### src/rtl/dma_pkg.sv
// dma_pkg: shared state encoding, register map and CTRL bit positions for the DMA controller.
package dma_pkg;
   typedef enum logic [2:0] {IDLE, REQ, RD, CAP, WR, DONE} dma_state_t;
   localparam logic [15:0] DMA_BASE_ADDR = 16'h80F0;
   localparam logic [15:0] DMA_NUM_REGS = 16'd6;
   localparam logic [2:0] DMA_SRC_LO = 3'd0;
   localparam logic [2:0] DMA_SRC_HI = 3'd1;
   localparam logic [2:0] DMA_DST_LO = 3'd2;
   localparam logic [2:0] DMA_DST_HI = 3'd3;
   localparam logic [2:0] DMA_LEN = 3'd4;
   localparam logic [2:0] DMA_CTRL = 3'd5;
   localparam int CTRL_START = 0;
   localparam int CTRL_BUSY = 1;
   localparam int CTRL_DONE = 2;
   localparam int CTRL_IRQ_EN = 3;
   function automatic logic [8:0] dma_count(input logic [7:0] len);
      return (len == 8'd0) ? 9'd256 : {1'b0, len};
   endfunction
endpackage

### src/rtl/dma_regfile.sv
// dma_regfile: register decode, storage, registered read-back and DONE/IRQ state.
// DMA_IRQ_EN enables the stored CTRL.IRQ_EN bit and the active-low irq_n output.
module dma_regfile
   import dma_pkg::*;
#(
   parameter logic [15:0] BASE_ADDR = DMA_BASE_ADDR
) (
   input  logic        clk,
   input  logic        nrst,
   input  logic [15:0] cpu_addr,
   input  logic [7:0]  cpu_wdata,
   input  logic        cpu_read_en,
   input  logic        idle,
   input  logic        busy,
   input  logic        step,
   input  logic        finish,
   output logic [15:0] src,
   output logic [15:0] dst,
   output logic [7:0]  len,
   output logic        start,
   output logic        reg_hit,
   output logic [7:0]  reg_rdata,
   output logic        irq_n
);
   logic [15:0] off;
   logic [2:0] sel;
   logic hit, we, ctrl_we, done, irq_en;
   logic [7:0] rdata;
   assign off = cpu_addr - BASE_ADDR;
   assign sel = off[2:0];
   assign hit = off < DMA_NUM_REGS;
   assign we = hit && !cpu_read_en && idle;
   assign ctrl_we = we && sel == DMA_CTRL;
   assign start = ctrl_we && cpu_wdata[CTRL_START];
   // Address counters step in WR; CPU writes only land while idle, so the two never collide.
   always_ff @(posedge clk or negedge nrst)
      if (!nrst) begin
         src <= '0;
         dst <= '0;
         len <= '0;
      end else if (step) begin
         src <= src + 16'd1;
         dst <= dst + 16'd1;
      end else if (we) begin
         if (sel == DMA_SRC_LO) src[7:0] <= cpu_wdata;
         if (sel == DMA_SRC_HI) src[15:8] <= cpu_wdata;
         if (sel == DMA_DST_LO) dst[7:0] <= cpu_wdata;
         if (sel == DMA_DST_HI) dst[15:8] <= cpu_wdata;
         if (sel == DMA_LEN) len <= cpu_wdata;
      end
   always_ff @(posedge clk or negedge nrst)
      if (!nrst) done <= 1'b0;
      else if (finish) done <= 1'b1;
      else if (ctrl_we && (cpu_wdata[CTRL_START] || cpu_wdata[CTRL_DONE])) done <= 1'b0;
`ifdef DMA_IRQ_EN
   always_ff @(posedge clk or negedge nrst)
      if (!nrst) irq_en <= 1'b0;
      else if (ctrl_we) irq_en <= cpu_wdata[CTRL_IRQ_EN];
   // finish term lets the interrupt assert in the DONE cycle itself
   assign irq_n = !(irq_en && (done || finish));
`else
   assign irq_en = 1'b0;
   assign irq_n = 1'b1;
`endif
   always_comb begin
      rdata = !hit ? 8'h00 :
              sel == DMA_SRC_LO ? src[7:0] :
              sel == DMA_SRC_HI ? src[15:8] :
              sel == DMA_DST_LO ? dst[7:0] :
              sel == DMA_DST_HI ? dst[15:8] :
              sel == DMA_LEN ? len :
              sel == DMA_CTRL ? {4'b0000, irq_en, done, busy, 1'b0} : 8'h00;
   end
   always_ff @(posedge clk or negedge nrst)
      if (!nrst) begin
         reg_hit <= 1'b0;
         reg_rdata <= 8'h00;
      end else begin
         reg_hit <= hit;
         reg_rdata <= rdata;
      end
endmodule

### src/rtl/dma_controller.sv
// dma_controller: memory-to-memory DMA engine that halts the CPU via RDY and owns the bus while copying.
// Optional build macro DMA_IRQ_EN enables the completion interrupt.
module dma_controller
   import dma_pkg::*;
#(
   parameter logic [15:0] BASE_ADDR = DMA_BASE_ADDR
) (
   input  logic        clk,
   input  logic        nrst,
   input  logic [15:0] cpu_addr,
   input  logic [7:0]  cpu_wdata,
   input  logic        cpu_read_en,
   output logic        cpu_rdy,
   output logic [15:0] mem_addr,
   output logic [7:0]  mem_din,
   output logic        mem_read_en,
   input  logic [7:0]  mem_dout,
   output logic        reg_hit,
   output logic [7:0]  reg_rdata,
   output logic        dma_busy,
   output logic        irq_n
);
   dma_state_t state, state_nxt;
   logic [8:0] cnt;
   logic [7:0] data;
   logic [15:0] src, dst;
   logic [7:0] len;
   logic start, dma_rd;
   dma_regfile #(.BASE_ADDR(BASE_ADDR)) u_regs (
      .clk(clk),
      .nrst(nrst),
      .cpu_addr(cpu_addr),
      .cpu_wdata(cpu_wdata),
      .cpu_read_en(cpu_read_en),
      .idle(state == IDLE),
      .busy(dma_busy),
      .step(state == WR),
      .finish(state == DONE),
      .src(src),
      .dst(dst),
      .len(len),
      .start(start),
      .reg_hit(reg_hit),
      .reg_rdata(reg_rdata),
      .irq_n(irq_n)
   );
   always_ff @(posedge clk or negedge nrst)
      if (!nrst) begin
         state <= IDLE;
         cnt <= '0;
         data <= '0;
      end else begin
         state <= state_nxt;
         if (start) cnt <= dma_count(len);
         else if (state == WR) cnt <= cnt - 9'd1;
         if (state == CAP) data <= mem_dout;
      end
   // REQ waits for a CPU read cycle: a write cycle in flight cannot be halted.
   always_comb begin
      state_nxt = state;
      case (state)
         IDLE: state_nxt = start ? REQ : IDLE;
         REQ:  state_nxt = cpu_read_en ? RD : REQ;
         RD:   state_nxt = CAP;
         CAP:  state_nxt = WR;
         WR:   state_nxt = (cnt == 9'd1) ? DONE : RD;
         DONE: state_nxt = IDLE;
         default: state_nxt = IDLE;
      endcase
   end
   assign dma_rd = state == RD || state == CAP;
   assign dma_busy = state != IDLE;
   assign cpu_rdy = state == IDLE || state == DONE;
   assign mem_addr = dma_rd ? src : state == WR ? dst : cpu_addr;
   assign mem_din = state == WR ? data : cpu_wdata;
   assign mem_read_en = dma_rd ? 1'b1 : state == WR ? 1'b0 : cpu_read_en;
endmodule

### config.mk
export PLATFORM = sky130hd
export DESIGN_NAME = dma_controller
export DESIGN_NICKNAME = d
export VERILOG_FILES = /design/src/rtl/dma_pkg.sv /design/src/rtl/dma_regfile.sv /design/src/rtl/dma_controller.sv
export SDC_FILE = /design/constraint.sdc
export NUM_CORES = 1
export LEC_CHECK = 0
export BUFFER_PORTS_ARGS = -buffer_cell sky130_fd_sc_hd__clkbuf_2
export CAP_MARGIN = 20
export CORE_MARGIN = 10
export CORE_UTILIZATION = 30
export DETAILED_ROUTE_END_ITERATION = 6
export PLACE_DENSITY_LB_ADDON = 0.1
export SLEW_MARGIN = 20
export SYNTH_ARGS = -nofsm -noshare
export SYNTH_HDL_FRONTEND = slang
export SYNTH_HIERARCHICAL = 1
export SYNTH_SLANG_ARGS = --single-unit
### constraint.sdc
create_clock -name clk -period 2.54 [get_ports clk]
set_input_delay 0.127 -clock clk [delete_from_list [all_inputs] [get_ports clk]]
set_output_delay 0.127 -clock clk [all_outputs]
set_load 0.005 [all_outputs]
==> impl_metrics.json <==
{
  "clk_latency_ns": 0.34,
  "grt_max_degree": 34,
  "cts_sinks": 70,
  "powerDensity_nw_per_um2": 462,
  "port_buffers": 70,
  "synth_common_cells": "nand2_1 (81), dfrtp_1 (70), o21ai_0 (37)",
  "rows": 45,
  "finalHoldViolCount": 0,
  "gp_congestion": 0.848,
  "syn_to_final_growth_pct": 20.3,
  "cts_tree": "built",
  "drcViolationCount": 0,
  "setup_tns_ns": 0,
  "fin_crit_ns": 2.45,
  "yosys-top-cells-area": "dfrtp_1 (38%), nand2_1 (6.5%), mux2i_1 (6.0%)",
  "wl_per_cell_um": 20.9,
  "fmax_ghz": 0.409,
  "max_stage_delay_ns": 0.45,
  "yosysWarningCount": 6,
  "crit_path_end": "mem_addr[4]",
  "worstRegToRegCells": 7,
  "r2r-start": "state[1]",
  "numCtsBuffers": 9,
  "async_flop_share": 1.00,
  "fin_crit_sh": 0.963,
  "track_usage": 0.159,
  "htree_levels": 3,
  "vias_per_cell": 5.39,
  "core-area_um2": 15200,
  "yosys.area.top_type": "dfrtp_1",
  "synth.distinct_cells": 56,
  "path_cells": "or3b_1 > bufinv_8 > mux2i_1 > o21ai_0 > clkbuf_2",
  "crit_start": "state[1]",
  "maxCapViolCount": 0,
  "hp-class": "primary input to register",
  "synth_seq_cells": 70,
  "maxSlewViolCount": 0,
  "ios": 72,
  "start_util": 0.306,
  "nets": 628,
  "drive_above_1_share": 0.239,
  "grt_pass1_vias": 4055,
  "ir_drop_mv": 0.316,
  "syn-num-nets": 549,
  "grt_overflow": 0,
  "die_width_um": 145,
  "arrival_ns": 2.32,
  "critPathSlowestCell": "dfrtp_1",
  "cp-start-kind": "register",
  "insertedDiodeCount": 0,
  "clock_path_buffers": 2,
  "post-synth-top-count-cell": "nand2_1",
  "synthCells": 510,
  "num_vias": 4217,
  "die_h_um": 145,
  "required_ns": 2.41,
  "path_clk_slew_ns": 0.06,
  "crit_path_max_fanout": 47,
  "status": "complete, no violations",
  "synthFlopType": "dfrtp_1",
  "wl_um": 16400,
  "yosysSeqAreaShare": 0.377,
  "avgSynthCellArea_um2": 9.12,
  "die_area_um2": 20900,
  "worst_pin_slew_ns": 0.626,
  "setup_viol": 0,
  "rsz0062_at_grt": "false",
  "cts-root-buf": "clkbuf_16",
  "dr.pass1.iters": 5,
  "n_fill_cell": 1575,
  "design_area_um2": 5590,
  "worst-r2r-setup-slack_ns": 0.26,
  "p_leak_uw": 0.00250,
  "drt-initial-drc-count": 323,
  "antenna_found_initial": 0,
  "ant_nets": 0,
  "whs_ns": 0.0157,
  "dpl_cell_area_um2": 5270,
  "synth_top_area_frac": 0.377,
  "post_cts_buffers": 0,
  "grt_pass1_wl_um": 24800,
  "slew_headroom": 0.579,
  "worst-setup-path-type": "register to output pin",
  "skew_ns": 0.00666,
  "r2r_end": "cnt[3]",
  "synth_edf_count": 0,
  "syn_area_um2": 4650,
  "end_kind": "output pin",
  "hpwl_um": 12200
}
[routing by layer]
layer	part of all wire	vias up	global-route usage
li1	-	1997	-
met1	0.47	2086	0.215
met2	0.47	120	0.250
met3	0.051	14	0.0262
met4	0.015	0	0.0527
met5	0	-	0
[metrics by stage]
stage          utilization  worst slack [ns]  std cells  total power [µW]
2_1_floorplan            -            0.0990        510              1200
3_3_place_gp         0.347             0.359        766              1290
3_5_place_dp         0.347             0.288        766              1300
4_1_cts              0.368            0.0970        783              2620
5_1_grt              0.368            0.0138        782              2670
6_report             0.368            0.0949        782              2590
[layout make-up]
| class | count | area (µm²) | area share |
|---|---|---|---|
| Clock buffer | 11 | 253 | 0.0452 |
| Clock inverter | 5 | 57.6 | 0.0103 |
| Inverter | 8 | 43.8 | 0.00783 |
| Multi-Input combinational cell | 405 | 2710 | 0.485 |
| Sequential cell | 70 | 1750 | 0.313 |
| Tap cell | 188 | 235 | 0.0421 |
| Timing Repair Buffer | 95 | 541 | 0.0966 |
[worst min path at each step]
stage | from | end | slack [ns] | depth (start not counted)
4_1_cts | mem_dout[4] | data[4] | 0.007 | 2
3_3_place_gp | nrst | u_regs/len[0] | 0.15 | 1
5_1_grt | mem_dout[7] | data[7] | 0.02 | 2
2_1_floorplan | nrst | cnt[0] | -0.17 | 0
3_5_place_dp | nrst | cnt[7] | 0.16 | 1
6_report | mem_dout[6] | data[6] | 0.02 | 2
[worst max-delay path, delay by kind of cell (launching register included)]
family | cells | cell delay, ns
simple gates | 1 | 0.42
compound gates | 1 | 0.15
flops | 1 | 0.45
mux | 1 | 0.35
buf+inv | 2 | 0.58
[what timing repair did]
| item | 4_1_cts | 5_1_grt |
|---|---|---|
| setup endpoints to repair | 0 | 4 |
| hold buffers | 1 | 0 |
| endpoints found under the hold margin | 21 | 0 |
| gates resized for setup | 0 | 1 |
[power by group]
part | total (µW) | internal, µW | switching, µW
Combinational | 150 | 52.8 | 97.4
Sequential | 1120 | 1120 | 3.01
Clock | 1310 | 811 | 499
Total | 2590 | 1990 | 599
[logic make-up after synthesis]
kind of cell               Yosys count  share of synthesized area
and+or+nand+nor                    227                      0.267
other                                1                   0.000806
xor gates and xnor gates            34                     0.0640
AOI/OAI and AO/OA                   94                      0.138
DFF                                 70                      0.377
adders and majority gates            4                     0.0108
muxes                               45                      0.101
buffers and inverters               35                     0.0409
[layout by cell type, fill, tap and decap left out, types with 4 or more instances in the layout]
cell       synthesis  layout
a21oi_1           11      11
a221o_1           21      21
xor2_1            21      21
clkbuf_2           0      69
nor2b_1           14      13
nand2b_1          10      10
nand3_1           18      18
ha_1               4       4
inv_1              7       7
and3_1             7       7
o21ai_0           37      37
a22oi_1            6       6
clkbuf_16          0       9
buf_4              3      24
nor3_1            11      11
dfrtp_1           70      70
nand2_1           81      81
mux2i_1           28      28
nand4_1            6       6
nor2_1            27      27
mux2_2            17      17
xnor2_1           13      13
nor3b_1           25      25
[sequential cells by signal, summed over array words and instances, names as in the netlist]
| name | flops |
|---|---|
| u_regs/dst | 16 |
| u_regs/src | 16 |
| cnt | 9 |
| data | 8 |
| u_regs/len | 8 |
| u_regs/reg_rdata | 8 |
| state | 3 |
| u_regs/done | 1 |
| u_regs/reg_hit | 1 |
No activity file was read; power rests on OpenSTA's default activity.
